## src/rtl/axis_packet_sink_if.sv

```systemverilog
// AXI-Stream link carrying TVALID/TREADY/TDATA/TLAST between a master and a slave.
// Latency: none, wires only.
// Backpressure: tready is driven by the slave and qualifies every beat.
// Ports/modports: m drives tvalid/tdata/tlast; s drives tready and sees pkt_end.
interface axis_if #(
    parameter int DATA_WIDTH    = 32,
    parameter bit TLAST_PRESENT = 1'b1
);
    logic                  tvalid;
    logic                  tready;
    logic [DATA_WIDTH-1:0] tdata;
    logic                  tlast;

    // Without a TLAST wire every beat is its own packet, so receivers can
    // always delimit on pkt_end regardless of how the link is configured.
    logic                  pkt_end;
    assign pkt_end = TLAST_PRESENT ? tlast : 1'b1;

    modport m (output tvalid, output tdata, output tlast, input tready);
    modport s (input tvalid, input tdata, input pkt_end, output tready);
endinterface

```

## src/rtl/axis_packet_sink.sv

```systemverilog
// Store-and-forward AXI-Stream sink exposing only complete packets on a pop port.
// Latency: beat with TLAST accepted at edge N is poppable in cycle N+1; pops are zero-bubble.
// Backpressure: tready = !full while receiving; packets too large for the buffer are dropped whole.
// Ports: ACLK/ARESETn (sync, active-low); s_axis stream in; rd_valid/rd_ready/rd_data/rd_last
//        pop port; pkt_count committed packets held; drop_count saturating drops; dropping in DROP.
module axis_packet_sink #(
    parameter int DATA_WIDTH = 32,
    parameter int DEPTH      = 16
) (
    input  logic                         ACLK,
    input  logic                         ARESETn,
    axis_if.s                            s_axis,
    output logic                         rd_valid,
    input  logic                         rd_ready,
    output logic [DATA_WIDTH-1:0]        rd_data,
    output logic                         rd_last,
    output logic [$clog2(DEPTH+1)-1:0]   pkt_count,
    output logic [15:0]                  drop_count,
    output logic                         dropping
);
    localparam int AW = $clog2(DEPTH);
    localparam int PW = AW + 1;
    localparam int CW = $clog2(DEPTH + 1);

    typedef enum logic {RECV = 1'b0, DROP = 1'b1} state_t;

    state_t              state;
    state_t              state_nxt;
    logic [PW-1:0]       wr_ptr;
    logic [PW-1:0]       commit_ptr;
    logic [PW-1:0]       rd_ptr;
    logic [PW-1:0]       used;
    logic [DATA_WIDTH:0] mem [DEPTH];
    logic                full;
    logic                tready;
    logic                accept;
    logic                wr_en;
    logic                commit;
    logic                pop;
    logic                pop_last;
    logic                drop_start;

    assign used       = wr_ptr - rd_ptr;
    assign full       = (used == PW'(DEPTH));
    assign accept     = s_axis.tvalid && tready;
    assign wr_en      = (state == RECV) && accept;
    assign commit     = wr_en && s_axis.pkt_end;
    assign pop        = rd_valid && rd_ready;
    assign pop_last   = pop && rd_last;
    // A full buffer with nothing committed can only be one oversized packet;
    // waiting would deadlock, so rewind and discard the rest of it.
    assign drop_start = (state == RECV) && full && (commit_ptr == rd_ptr);

    assign s_axis.tready = tready;
    assign rd_valid      = (rd_ptr != commit_ptr);
    assign rd_data       = mem[rd_ptr[AW-1:0]][DATA_WIDTH-1:0];
    assign rd_last       = mem[rd_ptr[AW-1:0]][DATA_WIDTH];

    // State register
    always_ff @(posedge ACLK) begin
        if (!ARESETn) begin
            state <= RECV;
        end else begin
            state <= state_nxt;
        end
    end

    // Next-state logic
    always_comb begin
        state_nxt = state;
        case (state)
            RECV:    if (drop_start) state_nxt = DROP;
            DROP:    if (accept && s_axis.pkt_end) state_nxt = RECV;
            default: state_nxt = RECV;
        endcase
    end

    // Outputs depend on registered state only; no path from tvalid to tready.
    always_comb begin
        tready   = 1'b0;
        dropping = 1'b0;
        case (state)
            RECV: tready = !full;
            DROP: begin
                tready   = 1'b1;
                dropping = 1'b1;
            end
            default: begin
                tready   = 1'b0;
                dropping = 1'b0;
            end
        endcase
    end

    // Buffer contents are deliberately not reset.
    always_ff @(posedge ACLK) begin
        if (wr_en) begin
            mem[wr_ptr[AW-1:0]] <= {s_axis.pkt_end, s_axis.tdata};
        end
    end

    always_ff @(posedge ACLK) begin
        if (!ARESETn) begin
            wr_ptr     <= '0;
            commit_ptr <= '0;
            rd_ptr     <= '0;
            pkt_count  <= '0;
            drop_count <= '0;
        end else begin
            // drop_start implies tready=0 in RECV, so it never coincides with a write.
            if (drop_start) begin
                wr_ptr <= commit_ptr;
                if (drop_count != 16'hFFFF) begin
                    drop_count <= drop_count + 16'd1;
                end
            end else if (wr_en) begin
                wr_ptr <= wr_ptr + PW'(1);
                if (s_axis.pkt_end) begin
                    commit_ptr <= wr_ptr + PW'(1);
                end
            end

            if (pop) begin
                rd_ptr <= rd_ptr + PW'(1);
            end

            case ({commit, pop_last})
                2'b10:   pkt_count <= pkt_count + CW'(1);
                2'b01:   pkt_count <= pkt_count - CW'(1);
                default: pkt_count <= pkt_count;
            endcase
        end
    end
endmodule

```

## src/flat_wrapper.sv

```systemverilog
// flat-port wrapper written by rule: the top's interface ports become plain ports
module axis_packet_sink_flat 
#(
    parameter int DATA_WIDTH = 32,
    parameter int DEPTH      = 16
)
  (ACLK, ARESETn, rd_valid, rd_ready, rd_data, rd_last, pkt_count, drop_count, dropping, s_axis_tvalid, s_axis_tdata, s_axis_tready);
  axis_if #(.DATA_WIDTH(DATA_WIDTH), .TLAST_PRESENT(1'b1)) s_axis_i ();
  input  logic ACLK;
  input  logic ARESETn;
  output logic rd_valid;
  input  logic rd_ready;
  output logic [DATA_WIDTH-1:0] rd_data;
  output logic rd_last;
  output logic [$clog2(DEPTH+1)-1:0] pkt_count;
  output logic [15:0] drop_count;
  output logic dropping;
  input wire logic [$bits(s_axis_i.tvalid)-1:0] s_axis_tvalid;
  input wire logic [$bits(s_axis_i.tdata)-1:0] s_axis_tdata;
  output wire logic [$bits(s_axis_i.tready)-1:0] s_axis_tready;
  assign s_axis_i.tvalid = s_axis_tvalid;
  assign s_axis_i.tdata = s_axis_tdata;
  assign s_axis_tready = s_axis_i.tready;
  axis_packet_sink #(.DATA_WIDTH(DATA_WIDTH), .DEPTH(DEPTH)) u_core (.ACLK(ACLK), .ARESETn(ARESETn), .s_axis(s_axis_i), .rd_valid(rd_valid), .rd_ready(rd_ready), .rd_data(rd_data), .rd_last(rd_last), .pkt_count(pkt_count), .drop_count(drop_count), .dropping(dropping));
endmodule
```

## config.mk

```make
export PLATFORM = sky130hd
export DESIGN_NAME = axis_packet_sink_flat
export DESIGN_NICKNAME = d
export VERILOG_FILES = /design/src/rtl/axis_packet_sink_if.sv /design/src/rtl/axis_packet_sink.sv /design/src/flat_wrapper.sv
export SDC_FILE = /design/constraint.sdc
export NUM_CORES = 1
export LEC_CHECK = 0
export ABC_CLOCK_PERIOD_IN_PS = 5960
export CAP_MARGIN = 15
export CELL_PAD_IN_SITES_DETAIL_PLACEMENT = 1
export CELL_PAD_IN_SITES_GLOBAL_PLACEMENT = 1
export CORE_ASPECT_RATIO = 0.7
export CORE_MARGIN = 1.5
export CORE_UTILIZATION = 51
export CTS_BUF_LIST = sky130_fd_sc_hd__clkbuf_16
export CTS_CLUSTER_SIZE = 10
export DETAILED_ROUTE_END_ITERATION = 8
export GPL_TIMING_DRIVEN = 0
export PLACE_DENSITY_LB_ADDON = 0.1
export SLEW_MARGIN = 0
export SYNTH_ARGS = -nofsm -noshare
export SYNTH_HDL_FRONTEND = slang
export SYNTH_SLANG_ARGS = --single-unit
```

## constraint.sdc

```tcl
create_clock -name ACLK -period 5.96 [get_ports ACLK]
set_input_delay 1.192 -clock ACLK [delete_from_list [all_inputs] [get_ports ACLK]]
set_output_delay 1.192 -clock ACLK [all_outputs]
set_load 0.03 [all_outputs]
```

==> results of run 1 <==
cell usage after synthesis, types with 7 or more instances:
master	n	area [um2]
mux4_2	160	3600
or4_1	8	60.1
nor3_1	8	40.0
nand4_1	7	43.8
clkbuf_1	26	97.6
nand3_1	10	50.1
buf_2	14	70.1
xnor2_1	8	70.1
buf_4	7	52.6
nor2_1	27	101
edfxtp_1	512	15400
nand2_1	17	63.8
a21oi_1	15	75.1
ha_1	11	138
dfxtp_1	31	621
o31ai_1	7	52.6
inv_1	14	52.6
nand2b_1	7	43.8
critical path, cell delays in order (launching register included):
cell             delay (ns)
dfxtp_1                0.33
clkbuf_1               0.62
clkbuf_1               0.73
mux4_2                 0.41
mux4_2                 0.54
clkdlybuf4s50_1        0.63
worst max path at each step:
stage | startpoint | to | slack, ns
after floorplan | u_core.rd_ptr[2] | u_core.mem[3][0] | 1.51
after global placement | s_axis_tvalid | u_core.mem[0][18] | -2.33
after detailed placement | flip-flop | rd_data[11] | 1.55
after CTS | flip-flop | rd_data[19] | 0.88
after global routing | flip-flop | rd_data[19] | 0.79
final | flip-flop | rd_data[11] | 0.90
metal layers:
| layer | global-route usage [%] | vias to the layer above | part of all wire (%) |
|---|---|---|---|
| li1 | - | 4232 | - |
| met1 | 36.2 | 5511 | 45 |
| met2 | 38.1 | 360 | 47 |
| met3 | 4.44 | 82 | 6.3 |
| met4 | 5.88 | 2 | 1.9 |
| met5 | 0 | - | 0.016 |
state kept, by name (all words and copies together), names as in the netlist, named ones only:
| register | count |
|---|---|
| u_core.mem | 512 |
| u_core.rd_ptr | 5 |
| u_core.state | 1 |
| u_core.wr_ptr | 5 |
| u_core.drop_count | 16 |
logic make-up after synthesis:
logic type	Yosys count	synth area share, %
adders and majority gates	11	0.660
and+or+nand+nor	99	2.55
xor gates and xnor gates	12	0.504
AOI/OAI and AO/OA	28	0.792
buffers and inverters	63	1.34
muxes	163	17.4
DFF	543	76.7
other	1	0.0180
where the power goes:
part           internal [uW]  switching (uW)
clock network           1830            1370
registers               4220            11.5
logic                    109             172
total                   6160            1560
layout make-up:
class                   instances  area (um2)  area share, %
multi-input cells             319        4710           19.1
well taps                     535         669           2.71
clock buffers                  62        1550           6.28
inverters                      14        52.6          0.213
clock inverters                25         110          0.446
plain buffers                  49         228          0.922
flip-flops and latches        543       16000           64.7
repair buffers                118        1390           5.63
metrics by stage:
stage,hold slack (ns),cell area [um2],TNS [ns]
after floorplan,0.480,20900,0
after global routing,0.550,24700,0
final,0.512,24700,0
after global placement,0.478,22400,-302.37
after detailed placement,0.497,23000,0
after CTS,0.509,24700,0
==> results by group, run 1 <==
Hold path
  • Worst Hold Path EP: u_core.drop_count[5]
  • Worst Min Path Start: u_core.drop_count[5]
  • Worst hold path class: reg -> reg
  • Hold depth: 2

Floorplan
  • Core Region: 0.0400 mm2
  • Site Rows: 61
  • Die Span Y: 172 um
  • I/O pin cnt: 93
  • Width of the die: 245 um
  • Initial Util: 52.1%
  • Full die area: 0.0421 mm2

Critical path
  • R2r setup slk: 2.13 ns
  • Reg2Reg Depth: 12
  • CP required: 4.77 ns
  • Critical Path AT: 3.86 ns
  • Setup crit end kind: primary output
  • CP Max Fanout: 10
  • Reg-to-Reg End: u_core.mem[2][25]
  • Setup CP Type: reg -> out
  • Startpoint Class: flip-flop
  • Worst R2R Start: u_core.rd_ptr[2]

Final layout
  • Core Util, Final: 61.8%
  • Layout fillers: 3283
  • Layout Cells excl Fill: 1665
  • Most frequent cells in the layout: edfxtp_1 (512), mux4_2 (160), clkdlybuf4s50_1 (86), clkbuf_16 (62), inv_1 (36)
  • Most common cell after layout, fill and taps aside: edfxtp_1
  • Synth-to-Final Area Change: 18.5%
  • Fin nets: 1152
  • Share of layout cells above drive strength 1: 26.2%
  • Ant diodes: 0

Timing
  • RSZ-0062 raised after global routing: no
  • F_max: 198 MHz
  • Final Critical Period: 5.06 ns
  • Slew Limit Fails: 0
  • Worst slew margin: 25.0%
  • Final worst-path cycle share: 84.8%
  • Worst clock skew: 0.0295 ns
  • Setup Viol. Count Final: 0
  • Worst-margin pin slew: 1.12 ns
  • Fin. Hold Viols: 0
  • Final WS setup: 0.904 ns

Power and ir drop
  • Final Total Pwr: 7720 uW
  • Cell Pwr Density: 312 mW/mm2
  • Lkg Pwr: 0.00763 uW
  • Worst VDD drop: 0.251 mV

Clock tree
  • Clk sink count: 543
  • Worst-case clock buffer depth: 3
  • Total CTS buffers: 60
  • Post-CTS sizing: 0
  • CTS H-tree depth: 2
  • Post CTS Setup Buffer Count: 0
  • CTS tree: yes
  • Worst-skew pair later-pin latency: 0.60 ns
  • Hold-fix buffers, CTS: 0
  • CTS clk-pin slew, worst paths: 0.06 ns
  • Root buffer cell: clkbuf_16

Place
  • Placed insts: 1578
  • Post-place setup slack: 1.55 ns
  • Port buffer count: 86
  • Routability cong.: 0.731
  • DP HPWL: 30.9 mm

Global route
  • Initial antenna violation count: 1
  • First-pass GRT wire length: 73.0 mm
  • Largest net degree at the start of global routing: 24
  • Grt ovf: 0
  • Number of global-route vias before repair: 10843
  • Total GRT Usage: 24.4%

Routing
  • Antenna-violating nets left: 0
  • DR pass1 iterations: 5
  • DRC viols: 0
  • Drt wl/cell: 29.7 um
  • WL final: 49.5 mm
  • Via count: 10187
  • Vias per std cell: 6.12
  • DR iter-0 viols: 902

Yosys
  • Synth warnings: 1
  • Sequential element share of the synthesized area: 76.7%
  • EDFF count, synth: 512
  • Synthesized cell area: 0.0209 mm2
  • FF+latch count, synth: 543
  • Average size of a mapped cell: 22.7 um2
  • Main flop type after synthesis: edfxtp_1
  • Post-synth cell types: 35
  • Syn Inst Count: 920
  • Asr flop ratio synth: 0%

Status
  • Status: complete, no violations

Flow run
  • Max_cap viols: 0
Power figures use the tool's default switching activity.
==> run 2, diff against run 1 <==
ABC_CLOCK_PERIOD_IN_PS = 5100   (was 5960)
clock period = 5.1 ns   (was 5.96 ns; I/O delays follow)
==> results of run 2 <==
Same layout as run 1 (identical final DEF). Status: complete, no violations.
Among the figures that moved: setup slack after placement 1.55 ns -> 0.865 ns; setup slack after layout 0.904 ns -> 0.216 ns; register-to-register setup slack 2.13 ns -> 1.27 ns; total power 7720 uW -> 9020 uW; worst IR drop on VDD 0.251 mV -> 0.293 mV
